==> config.mk <==
export PLATFORM = sky130hd
export DESIGN_NAME = mem_trace_capture
export DESIGN_NICKNAME = d
export VERILOG_FILES = /design/src/rtl/mem_trace_capture.sv
export SDC_FILE = /design/constraint.sdc
export NUM_CORES = 2
export LEC_CHECK = 0
export CAP_MARGIN = 25
export CORE_AREA = 2 2 612 614
export DETAILED_ROUTE_END_ITERATION = 7
export DIE_AREA = 0 0 614 616
export PLACE_DENSITY_LB_ADDON = 0.2
export SLEW_MARGIN = 20
export SYNTH_ARGS = -nofsm -noshare
export SYNTH_HDL_FRONTEND = slang
export SYNTH_SLANG_ARGS = --single-unit
==> constraint.sdc <==
create_clock -name clk -period 5.36 [get_ports clk]
set_input_delay 0.536 -clock clk [delete_from_list [all_inputs] [get_ports clk]]
set_output_delay 0.536 -clock clk [all_outputs]
set_load 0.03 [all_outputs]
==> src/rtl/mem_trace_capture.sv <==
// Run-control and change-trace capture for the processor's to_mem bus.
// Optional MEM_TRACE_STOP_ON_FULL_EN: end the run when the buffer fills.
module mem_trace_capture #(
  parameter int DATA_W     = 16,
  parameter int DEPTH      = 64,
  parameter int TS_W       = 20,
  parameter int MAX_CYCLES = 50000
) (
  input  logic                      clk,
  input  logic                      rst,
  input  logic                      start,
  input  logic [DATA_W-1:0]         to_mem,
  input  logic                      rd_en,
  output logic [TS_W+DATA_W-1:0]    rd_data,
  output logic                      rd_valid,
  output logic [$clog2(DEPTH):0]    count,
  output logic                      overflow,
  output logic                      busy,
  output logic                      done
);
  localparam int AW = $clog2(DEPTH);
  localparam int CW = AW + 1;

  typedef struct packed {
    logic [TS_W-1:0]   ts;
    logic [DATA_W-1:0] val;
  } entry_t;

  typedef enum logic [1:0] {IDLE, RUN, DONE} state_t;

  state_t            state;
  logic [TS_W-1:0]   ts;
  logic [DATA_W-1:0] prev;
  logic [AW-1:0]     wptr, rptr;
  entry_t            mem [DEPTH];

  logic full, chg, wr, rd, last, fill, go;

  // Full is judged on the start-of-cycle count, so a same-cycle read never frees a slot.
  assign full = (count == CW'(DEPTH));
  assign chg  = (state == RUN) && (to_mem != prev);
  assign wr   = chg && !full;
  assign rd   = rd_en && (count != '0);
  assign last = (ts == TS_W'(MAX_CYCLES - 1));
  assign go   = start && (state != RUN);

`ifdef MEM_TRACE_STOP_ON_FULL_EN
  assign fill = wr && !rd && (count == CW'(DEPTH - 1));
`else
  assign fill = 1'b0;
`endif

  always_ff @(posedge clk) begin
    if (wr) mem[wptr] <= '{ts: ts, val: to_mem};
  end

  always_ff @(posedge clk or posedge rst) begin
    if (rst) begin
      state    <= IDLE;
      ts       <= '0;
      prev     <= '0;
      wptr     <= '0;
      rptr     <= '0;
      count    <= '0;
      overflow <= 1'b0;
      busy     <= 1'b0;
      done     <= 1'b0;
      rd_valid <= 1'b0;
      rd_data  <= '0;
    end else begin
      rd_valid <= rd;
      if (rd) rd_data <= mem[rptr];
      if (go) begin
        state    <= RUN;
        busy     <= 1'b1;
        done     <= 1'b0;
        ts       <= '0;
        prev     <= to_mem;
        wptr     <= '0;
        rptr     <= '0;
        count    <= '0;
        overflow <= 1'b0;
      end else begin
        if (wr) wptr <= wptr + 1'b1;
        if (rd) rptr <= rptr + 1'b1;
        count <= count + CW'(wr) - CW'(rd);
        if (chg && full) overflow <= 1'b1;
        if (state == RUN) begin
          ts   <= ts + 1'b1;
          prev <= to_mem;
          if (last || fill) begin
            state <= DONE;
            busy  <= 1'b0;
            done  <= 1'b1;
          end
        end
      end
    end
  end
endmodule

==> metrics <==
Max clock buf depth=4; area share of the largest cell type after synthesis=74.7%; Tot Pwr=59700 µW; Hold Startpoint=to_mem[10]; crit path max fanout=8; Post-Route Utilization=29.5%; EDFF count, synth=2304; Reg-to-Reg End=count[6]; FILL cells=36103; vias in the first global route=47226; area delta synth->final=18.3%; fin. max-slew vios=0; DR iter-0 viols=4193; Avg Inst Size Synth=21.3 µm²; Yosys cell types=68; Crit path top cell by count=a21oi_1; layout cell share with drive strength beyond 1=25.5%; die area=378000 µm²; maximum clock frequency=247 MHz; Sink Count=2399; final hold viol count=0; Worst Hold Class=in -> reg; Final ANT Viol Nets=0; Critical R2R Launch=prev[14]; Initial Utilization=24.9%; global-route wire length before repair=390 mm; Tmin final=4.05 ns; worst path cell trace=dlygate4sd3_1 > buf_2 > xor2_1 > nor4_1 > nand4_1 > buf_4 > nand3_1 > ha_1 > inv_1 > ha_1 > inv_1 > fa_1 > nand2b_1 > a21oi_1 > o21ai_0 > a21oi_1 > o21ai_0 > a21oi_1; clock transition at the registers of the reported paths=0.06 ns; PD cells=545 nW/µm²; Synth async-reset ratio=3.96%; setup TNS=0 ns; Avg WL per Cell=28.4 µm; fin crit share=75.6%; fin nets=4710; detailed-route via count=45191; Final WS setup=1.31 ns; CP Data Required Time=6.14 ns; CTS buffer count=280; Vias/cell=4.58; Synth Register Bits=2399; Max Cap Viol=0; fraction of the yosys area taken by sequential cells=77.3%; status=finished, final reports clean; Mapped Nets=4376; worst skew pair latency=0.88 ns; area leader, netlist=edfxtp_1; hold path depth=1; Ports=67; drt total wl=280 mm; CTS HTree Levels=5; Max-slew headroom=20.9%; top cells by area, synth=edfxtp_1 75%, mux4_2 11%, mux2i_1 3.7%; clk_skew=0.0410 ns; RSZ-0062 raised after global routing=no; Hold-fix buffers, CTS=1; DRT Pass-1 Iters=5; grt total ovfl=0; ys flop type=edfxtp_1; Peak VDD IR=325 µV; crit end category=flip-flop; IO buf count=66; RePlAce Congestion=0.759; critical path class=in -> reg; dpl ws=0.761 ns; CP Launch Type=input pin; Arrival @ worst endpoint=4.83 ns; GRT Util Overall=14.6%; initial antenna violation count=12; Residual DRC=0; DP HPWL=165 mm; Post-CTS Resized=0; final setup fails=0; Die Ht=616 µm; reg2reg path depth=16; post-CTS setup buffer count=0; Worst path max stage delay=0.58 ns; leakage=0.0345 µW; Post-Syn Area=92600 µm²; root buf cell=clkbuf_16; Worst Hold Endpoint=mem[16][10]; R2R Setup Slk=1.33 ns; slowest CP cell=nor4_1; Multi-input gate area=20000 µm²; pin count of the biggest net entering global routing=85; synth warn=0; # rows=224; TritonCTS clock tree=done; Worst Tran Pin Value=1.16 ns; Core Box Area=371000 µm²; register area=71600 µm²; Die Wd=614 µm; Post-Syn Instances=4343
[final cells by class]
cell class / instances / area share (%)
diodes: 5 / 0.0114
clock buffers: 371 / 6.95
clock inverters: 126 / 1.11
inverters: 17 / 0.0628
multi-input cells: 1683 / 18.3
flip-flops and latches: 2399 / 65.4
well taps: 4972 / 5.68
repair buffers: 296 / 2.53
[synth_stat cells, types with 10 or more instances]
cell type,number
edfxtp_1,2304
mux4_2,469
mux2i_1,342
nor2_1,108
nand2_1,99
o21ai_0,98
dfrtp_1,95
a21oi_1,90
clkbuf_1,84
o221ai_1,72
buf_4,66
buf_2,56
nand3_1,43
mux2_2,38
o22ai_1,36
a22oi_1,35
xor2_1,22
buf_6,21
a2111oi_0,18
inv_1,16
a221oi_1,15
nand4_1,15
nor3_1,15
nor2b_1,14
o211ai_1,14
ha_1,12
a211oi_1,11
a32oi_1,11
a31oi_1,10
buf_1,10
nand2b_1,10
[placed cells by master, fill, tap and decap left out, types with 16 or more instances in the layout]
| cell type | count |
|---|---|
| nor2_1 | 41 |
| clkinv_1 | 37 |
| mux2i_1 | 342 |
| bufinv_16 | 20 |
| nand2_1 | 99 |
| buf_2 | 16 |
| mux2_2 | 38 |
| buf_12 | 37 |
| dfrtp_2 | 17 |
| o22ai_1 | 36 |
| nand3_1 | 42 |
| a22oi_1 | 35 |
| edfxtp_1 | 2304 |
| mux4_2 | 469 |
| xor2_1 | 22 |
| clkbuf_16 | 287 |
| dfrtp_1 | 70 |
| clkinv_2 | 51 |
| nor2_4 | 65 |
| a21oi_1 | 90 |
| o21ai_0 | 98 |
| clkbuf_1 | 72 |
| buf_4 | 190 |
| clkdlybuf4s50_1 | 50 |
| o221ai_1 | 72 |
[sequential cells by signal, summed over array words and instances (netlist names)]
signal	flops
state	1
overflow	1
prev	16
rptr	6
ts	20
wptr	6
done	1
count	7
rd_data	36
rd_valid	1
mem	2304
[metal layers]
layer	share of wire [%]	global-route usage (%)	wire length [µm]
met5	0	0	0
met4	2.4	3.57	6770
met3	4.0	1.85	11200
met2	49	24.4	137000
met1	45	20.1	126000
[worst max-delay path by stage]
stage / from / to / depth (start not counted)
6_report: to_mem[14] / count[6] / 18
2_1_floorplan: count[4] / mem[62][0] / 9
4_1_cts: prev[6] / count[6] / 16
3_5_place_dp: to_mem[6] / count[6] / 17
5_1_grt: prev[14] / count[6] / 16
3_3_place_gp: to_mem[6] / count[6] / 17
[power by group]
part	total [µW]	internal [µW]	switching (µW)	leakage (µW)
Combinational	17200	6450	10700	0.00810
Clock	18600	11000	7610	0.00434
Sequential	23900	22900	1050	0.0220
[worst max-delay path: cells and delay by family]
family / cells / cell delay [ns]
buffers and inverters: 5 / 1.13
adder cells (fa/ha/maj): 3 / 0.82
AND/OR/NAND/NOR: 4 / 1.25
AO/OA/AOI/OAI: 5 / 0.79
XOR/XNOR: 1 / 0.26
[through the flow]
stage / instance area [µm²] / hold WS (ns) / instances
after floorplan: 92600 / 0.500 / 4343
after global placement: 101000 / 0.475 / 9363
after detailed placement: 101000 / 0.479 / 9366
after CTS: 110000 / 0.0148 / 9864
after global routing: 110000 / 0.0357 / 9865
final: 110000 / 0.0800 / 9869
[cell families (layout without fill, tap and decap cells)]
kind of cell	count (synthesis)	count (layout)	synth area share, %
mux	852	852	15.6
fa+ha+maj	13	13	0.184
flops	2399	2399	77.3
compound gates	444	444	3.22
xor+xnor	26	26	0.246
simple gates	348	348	1.75
other cells	0	5	0
buf+inv	261	810	1.68
No activity file was read; power rests on OpenSTA's default activity.
